File: src/rtl/ps2_pkg.sv
// Shared PS/2 definitions: transmitter state encoding, parity helper and default timing constants.
package ps2_pkg;

   localparam int RTS_CYCLES_DEF     = 5000;
   localparam int TIMEOUT_CYCLES_DEF = 1_000_000;
   localparam int FILTER_LEN_DEF     = 8;
   localparam int CNT_W              = 20;

   typedef enum logic [2:0] {
      ST_IDLE,
      ST_RTS,
      ST_START,
      ST_DATA,
      ST_STOP,
      ST_ACK,
      ST_RELEASE
   } ps2_tx_state_t;

   function automatic logic odd_parity(input logic [7:0] d);
      return ~^d;
   endfunction

endpackage

File: src/rtl/ps2_tx_if.sv
// Command handshake between a controller and the PS/2 transmitter.
interface ps2_tx_if;
   logic       wr_ps2;
   logic [7:0] din;
   logic       tx_idle;
   logic       tx_done_tick;
   logic       tx_err;

   modport master (output wr_ps2, din, input tx_idle, tx_done_tick, tx_err);
   modport slave  (input wr_ps2, din, output tx_idle, tx_done_tick, tx_err);
endinterface

File: src/rtl/ps2_edge_filter.sv
// PS/2 clock deglitcher: the filtered level only moves once FILTER_LEN samples agree.
module ps2_edge_filter
   import ps2_pkg::*;
#(
   parameter int FILTER_LEN = FILTER_LEN_DEF
) (
   input  logic clk,
   input  logic reset,
   input  logic ps2c_in,
   output logic filt,
   output logic fall
);

   logic [FILTER_LEN-1:0] sr;

   always_ff @(posedge clk or posedge reset) begin
      if (reset) begin
         sr   <= '1;
         filt <= 1'b1;
         fall <= 1'b0;
      end else begin
         sr   <= {sr[FILTER_LEN-2:0], ps2c_in};
         fall <= 1'b0;
         if (&sr) begin
            filt <= 1'b1;
         end else if (~|sr) begin
            filt <= 1'b0;
            fall <= filt;
         end
      end
   end

endmodule

File: src/rtl/ps2_tx.sv
// Host-to-device PS/2 transmitter: request-to-send, 11-bit frame, device ACK check and watchdog.
//   state      | meaning
//   ST_IDLE    | lines released, waiting for wr_ps2
//   ST_RTS     | holding clock low for the request-to-send interval
//   ST_START   | data low (start bit), waiting for first device clock
//   ST_DATA    | shifting out 8 data bits then parity
//   ST_STOP    | data released (stop bit)
//   ST_ACK     | waiting for device ACK clock, sampling data
//   ST_RELEASE | waiting for both lines to go high
module ps2_tx
   import ps2_pkg::*;
#(
   parameter int RTS_CYCLES     = RTS_CYCLES_DEF,
   parameter int TIMEOUT_CYCLES = TIMEOUT_CYCLES_DEF,
   parameter int FILTER_LEN     = FILTER_LEN_DEF
) (
   input  logic     clk,
   input  logic     reset,
   ps2_tx_if.slave  bus,
   input  logic     ps2c_in,
   input  logic     ps2d_in,
   output logic     ps2c_oe,
   output logic     ps2d_oe
);

   localparam logic [CNT_W-1:0] RTS_LOAD = CNT_W'(RTS_CYCLES - 1);
   localparam logic [CNT_W-1:0] TO_LAST  = CNT_W'(TIMEOUT_CYCLES - 1);

   ps2_tx_state_t    state;
   logic [8:0]       b;
   logic [3:0]       n;
   logic [CNT_W-1:0] cnt;
   logic             tx_idle_r;
   logic             done_r;
   logic             err_r;
   logic             filt;
   logic             fall;

   ps2_edge_filter #(.FILTER_LEN(FILTER_LEN)) u_filter (
      .clk     (clk),
      .reset   (reset),
      .ps2c_in (ps2c_in),
      .filt    (filt),
      .fall    (fall)
   );

   assign bus.tx_idle      = tx_idle_r;
   assign bus.tx_done_tick = done_r;
   assign bus.tx_err       = err_r;

   // cnt is the RTS down-counter in ST_RTS and the inter-edge watchdog afterwards
   always_ff @(posedge clk or posedge reset) begin
      if (reset) begin
         state     <= ST_IDLE;
         b         <= '0;
         n         <= '0;
         cnt       <= '0;
         ps2c_oe   <= 1'b0;
         ps2d_oe   <= 1'b0;
         tx_idle_r <= 1'b1;
         done_r    <= 1'b0;
         err_r     <= 1'b0;
      end else begin
         done_r <= 1'b0;
         case (state)
            ST_IDLE: begin
               if (bus.wr_ps2) begin
                  b         <= {odd_parity(bus.din), bus.din};
                  err_r     <= 1'b0;
                  cnt       <= RTS_LOAD;
                  tx_idle_r <= 1'b0;
                  ps2c_oe   <= 1'b1;
                  state     <= ST_RTS;
               end
            end
            ST_RTS: begin
               if (cnt == '0) begin
                  ps2c_oe <= 1'b0;
                  ps2d_oe <= 1'b1;
                  state   <= ST_START;
               end else begin
                  cnt <= cnt - CNT_W'(1);
               end
            end
            default: begin
               if (state == ST_RELEASE && filt && ps2d_in) begin
                  done_r    <= 1'b1;
                  tx_idle_r <= 1'b1;
                  state     <= ST_IDLE;
               end else if (fall) begin
                  cnt <= '0;
                  case (state)
                     ST_START: begin
                        n       <= 4'd8;
                        ps2d_oe <= ~b[0];
                        state   <= ST_DATA;
                     end
                     ST_DATA: begin
                        b <= {1'b0, b[8:1]};
                        if (n == 4'd0) begin
                           ps2d_oe <= 1'b0;
                           state   <= ST_STOP;
                        end else begin
                           n       <= n - 4'd1;
                           ps2d_oe <= ~b[1];
                        end
                     end
                     ST_STOP: state <= ST_ACK;
                     ST_ACK: begin
                        err_r <= ps2d_in;
                        state <= ST_RELEASE;
                     end
                     default: ;
                  endcase
               end else if (cnt == TO_LAST) begin
                  ps2c_oe   <= 1'b0;
                  ps2d_oe   <= 1'b0;
                  err_r     <= 1'b1;
                  done_r    <= 1'b1;
                  tx_idle_r <= 1'b1;
                  state     <= ST_IDLE;
               end else begin
                  cnt <= cnt + CNT_W'(1);
               end
            end
         endcase
      end
   end

endmodule

File: src/flat_wrapper.sv
// flat-port wrapper written by rule: the top's interface ports become plain ports
module ps2_tx_flat import ps2_pkg::*;
#(
   parameter int RTS_CYCLES     = RTS_CYCLES_DEF,
   parameter int TIMEOUT_CYCLES = TIMEOUT_CYCLES_DEF,
   parameter int FILTER_LEN     = FILTER_LEN_DEF
)
  (clk, reset, ps2c_in, ps2d_in, ps2c_oe, ps2d_oe, bus_wr_ps2, bus_din, bus_tx_idle, bus_tx_done_tick, bus_tx_err);
  ps2_tx_if bus_i ();
  input  logic clk;
  input  logic reset;
  input  logic ps2c_in;
  input  logic ps2d_in;
  output logic ps2c_oe;
  output logic ps2d_oe;
  input wire logic [$bits(bus_i.wr_ps2)-1:0] bus_wr_ps2;
  input wire logic [$bits(bus_i.din)-1:0] bus_din;
  output wire logic [$bits(bus_i.tx_idle)-1:0] bus_tx_idle;
  output wire logic [$bits(bus_i.tx_done_tick)-1:0] bus_tx_done_tick;
  output wire logic [$bits(bus_i.tx_err)-1:0] bus_tx_err;
  assign bus_i.wr_ps2 = bus_wr_ps2;
  assign bus_i.din = bus_din;
  assign bus_tx_idle = bus_i.tx_idle;
  assign bus_tx_done_tick = bus_i.tx_done_tick;
  assign bus_tx_err = bus_i.tx_err;
  ps2_tx #(.RTS_CYCLES(RTS_CYCLES), .TIMEOUT_CYCLES(TIMEOUT_CYCLES), .FILTER_LEN(FILTER_LEN)) u_core (.clk(clk), .reset(reset), .bus(bus_i), .ps2c_in(ps2c_in), .ps2d_in(ps2d_in), .ps2c_oe(ps2c_oe), .ps2d_oe(ps2d_oe));
endmodule
File: config.mk
export PLATFORM = sky130hd
export DESIGN_NAME = ps2_tx_flat
export DESIGN_NICKNAME = d
export VERILOG_FILES = /design/src/rtl/ps2_pkg.sv /design/src/rtl/ps2_tx_if.sv /design/src/rtl/ps2_edge_filter.sv /design/src/rtl/ps2_tx.sv /design/src/flat_wrapper.sv
export SDC_FILE = /design/constraint.sdc
export NUM_CORES = 1
export LEC_CHECK = 0
export CORE_MARGIN = 5
export CORE_UTILIZATION = 45
export DETAILED_ROUTE_END_ITERATION = 10
export GPL_TIMING_DRIVEN = 0
export PLACE_DENSITY = 0.61
export SYNTH_ARGS = -nofsm -noshare
export SYNTH_HDL_FRONTEND = slang
export SYNTH_SLANG_ARGS = --single-unit
File: constraint.sdc
create_clock -name clk -period 6 [get_ports clk]
set_input_delay 1.8 -clock clk [delete_from_list [all_inputs] [get_ports clk]]
set_output_delay 1.8 -clock clk [all_outputs]
set_load 0.01 [all_outputs]
==> results of run 1 <==
-- final cells by class --
type	instances	share of cell area (%)
sequential	51	33.5
tap	99	3.22
multi-input combinational	318	49.4
timing repair buffer	18	4.94
inverter	9	0.877
clock inverter	3	1.75
buffer	34	4.52
clock buffer	5	1.79
-- power by group through the flow --
stage | Combinational, mW | Clock, mW | Sequential (mW)
3_3_place_gp | 0.800 | 0 | 0.537
5_1_grt | 0.913 | 0.306 | 0.545
3_5_place_dp | 0.812 | 0 | 0.537
4_1_cts | 0.814 | 0.296 | 0.531
2_1_floorplan | 0.600 | 0 | 0.518
6_report | 0.819 | 0.289 | 0.532
-- worst reg2reg max path: cells and delay by family (launching register included) --
family / cells / cell delay (ps)
adders and majority gates: 1 / 210
AOI/OAI and AO/OA: 2 / 360
buffers and inverters: 2 / 330
DFF: 1 / 480
and+or+nand+nor: 3 / 1100
xor gates and xnor gates: 1 / 150
-- layer usage --
metal	vias up	wire length, um	track usage [%]
li1	1568	-	-
met1	1595	4160	26.5
met2	111	4460	34.2
met3	15	520	2.45
met4	0	143	5.83
met5	-	0	0
-- kinds of logic after synthesis --
logic type	Yosys count
and+or+nand+nor	170
AOI/OAI and AO/OA	129
DFF	51
buffers and inverters	43
xor gates and xnor gates	13
adders and majority gates	5
muxes	1
-- cells in the mapped netlist (2+ instances only) --
cell	n
a211oi_1	2
a21o_1	2
a21oi_1	38
a221oi_1	2
a22o_1	3
a31oi_1	15
and2_1	2
and3_1	3
and4_1	5
buf_1	2
buf_6	4
clkbuf_1	25
dfrtp_1	41
dfstp_2	10
ha_1	5
inv_1	9
nand2_1	45
nand2b_1	3
nand3_1	17
nand4_1	9
nand4b_1	2
nor2_1	36
nor2b_1	5
nor3_1	9
nor4_1	12
nor4b_1	2
o21ai_0	37
o221ai_1	3
o22a_1	2
o22ai_1	6
o31a_1	2
o31ai_1	5
o41ai_1	2
or2_2	3
or3_1	4
or3_4	2
or4_1	3
xnor2_1	8
xor2_1	5
-- worst min path at each step --
stage	from	cells past startpoint	slack (ps)	end
floorplan	u_core.u_filter.sr[2]	0	360	u_core.u_filter.sr[3]
global placement	u_core.u_filter.sr[4]	0	360	u_core.u_filter.sr[5]
detailed placement	u_core.u_filter.sr[4]	0	370	u_core.u_filter.sr[5]
CTS	u_core.u_filter.sr[4]	0	380	u_core.u_filter.sr[5]
global route	u_core.u_filter.sr[3]	0	390	u_core.u_filter.sr[4]
finish	u_core.u_filter.sr[4]	0	380	u_core.u_filter.sr[5]
-- registers in the layout, summed over array words and instances, names as in the netlist --
signal                   cells
u_core.ps2d_oe               1
u_core.n                     4
u_core.u_filter.filt         1
u_core.bus.tx_idle           1
u_core.cnt                  20
u_core.bus.tx_done_tick      1
u_core.b                     9
u_core.u_filter.fall         1
u_core.state                 3
u_core.u_filter.sr           8
u_core.bus.tx_err            1
u_core.ps2c_oe               1
==> qor.csv, run 1 <==
stage,metric,value,unit
synthesis,ys.flop_type,dfrtp_1,
grt,grt_max_degree,28,
synthesis,yosys.area_share.simple,26.7,%
timing,worst_pin_slew,706,ps
routing,antenna_left,0,
routing,drt-initial-drc-count,237,
place,place_inst,529,
setup_path,critical-path-top-delay-family,buffers and inverters,
setup_path,crit_slowest_cell,a21oi_1,
grt,grt_usage,20.0,%
timing,finalHoldViolations,0,
power_and_ir_drop,power_density,426,mW/mm^2
power_and_ir_drop,p_leak,1.45,nW
synthesis,synth_seq_cells,51,
synthesis,synth_xor_area_share,3.35,%
routing,routed_wl,9280,um
synthesis,synthTopCellsByArea,"dfrtp_1 30%, dfstp_2 7.7%, a21oi_1 5.6%",
clocking,path_clk_slew,100,ps
final_layout,finish.instance_area,0.00385,mm^2
power_and_ir_drop,total_power,1.64,mW
final_layout,nNetsFinal,455,
timing,relSlewSlack,52.7,%
timing,slew_viol_final,0,
power_and_ir_drop,clock_power_share,17.6,%
die,die_width,96.9,um
timing,fin_skew,12.5,ps
setup_path,crit_chain,clkdlybuf4s50_1 > nand2_1 > a21oi_1 > clkbuf_1 > nor2_1 > a31oi_1,
power_and_ir_drop,p_sw_share,43.9,%
synthesis,synth_top_family_by_area,simple AND/OR/NAND/NOR gates,
routing,route.detailed.drc,0,
final_layout,multi_input_area,0.00190,mm^2
grt,grt_pass1_wl,15800,um
place,io_buffers,17,
setup_path,cp-start-kind,input pin,
final_layout,drive_gt1_share,9.59,%
setup_path,required,6220,ps
setup_path,critPathLaunch,bus_wr_ps2,
synthesis,synth_edf_count,0,
status,status,"complete, no violations",
clocking,clock-sinks,51,
synthesis,synthMuxAreaShare,0.294,%
routing,vias,3289,
clocking,cts_tree,done,
power_and_ir_drop,vdd_drop_max,0.161,mV
power_and_ir_drop,pwr-share-seq,32.4,%
final_layout,layout_common_cells,"45 x nand2_1, 41 x dfrtp_1, 38 x a21oi_1",
synthesis,synthArstFlopShare,100,%
place,post-place-ws,2280,ps
synthesis,synth_cells,412,
die,io_pins,18,
routing,dr.pass1.iters,5,
setup_path,worstReg2RegStart,u_core.cnt[0],
setup_path,critPathKind,in -> reg,
timing,max_freq,292,MHz
die,die_height,96.9,um
die,dieArea,0.00939,mm^2
clocking,h-tree-depth,2,
setup_path,cp_data_arrival_time,3650,ps
clocking,post_cts_resize_count,0,
routing,avgViaCountPerCell,6.12,
setup_path,crit_end,u_core.b[0],
synthesis,synth-compound-area-share,23.8,%
routing,wl_per_cell,17.3,um
die,start_util,46.6,%
setup_path,crit-reg2reg-capture,u_core.cnt[12],
final_layout,utilization,52.8,%
grt,grt_overflow_total,0,
timing,final.setup.tns,0,ps
final_layout,diodes,0,
final_layout,final_common_cell,nand2_1,
setup_path,critPathMaxStageDelay,570,ps
setup_path,worst-path-buf-inv,2,
synthesis,synthAdderAreaFrac,1.84,%
final_layout,regArea,0.00129,mm^2
die,coreArea,0.00729,mm^2
place,hpwlAfterDp,6510,um
clocking,cts_buffers,5,
timing,fin_ws,2580,ps
worst_hold_path,hold_path_class,reg -> reg,
power_and_ir_drop,p_int,0.921,mW
power_and_ir_drop,p_comb_share,49.9,%
clocking,insertion_delay,310,ps
place,place_area,0.00371,mm^2
timing,hold_ws,380,ps
synthesis,ys_seq_area_share,37.9,%
synthesis,synth_top_cell_by_area,dfrtp_1,
clocking,clockBufferDepth,2,
power_and_ir_drop,netSwitchingPower,0.720,mW
clocking,post-cts-setup-buffers,0,
setup_path,crit_fanout,10,
clocking,cts_hold_buf,0,
synthesis,synth_cell_type_count,61,
place,place_congestion,0.903,
synthesis,yosysTopAreaCellShare,30.2,%
final_layout,stdcell_count,537,
setup_path,cp-end-kind,flop,
grt,antenna_found_initial,0,
timing,finalCriticalPeriod,3420,ps
die,rows,31,
timing,rsz0062_at_grt,no,
timing,setup_viol,0,
grt,grt_pass1_vias,3192,
timing,min_period_over_period,57.0,%
synthesis,synth_nets,430,
synthesis,syn-mean-instance-area,8.25,um^2
final_layout,syn2layout_area_growth,13.2,%
synthesis,yosys_warnings,0,
synthesis,synth_area,0.00340,mm^2
setup_path,r2r_setup_slack,3310,ps
final_layout,nFillCells,739,
run,cap_violations,0,
clocking,cts-root-buf,clkbuf_8,
setup_path,path_depth,6,
setup_path,r2r_cells,9,
(Power assumes the default switching activity.)
==> run 2: changes to the inputs <==
==> constraint.sdc (replaced) <==
create_clock -name clk -period 3.55 [get_ports clk]
set_input_delay 1.065 -clock clk [delete_from_list [all_inputs] [get_ports clk]]
set_output_delay 1.065 -clock clk [all_outputs]
set_load 0.01 [all_outputs]
==> results of run 2 <==
The final DEF is identical to that of run 1. Status: complete, no violations.
Among the figures that moved: setup slack after placement 2280 ps -> 564 ps; setup slack after layout 2580 ps -> 856 ps; start point of the critical path bus_wr_ps2 -> u_core.cnt[0]; end point of the critical path u_core.b[0] -> u_core.cnt[12]; register-to-register setup slack 3310 ps -> 860 ps; total power 1.64 mW -> 2.77 mW; worst IR drop on VDD 0.161 mV -> 0.272 mV
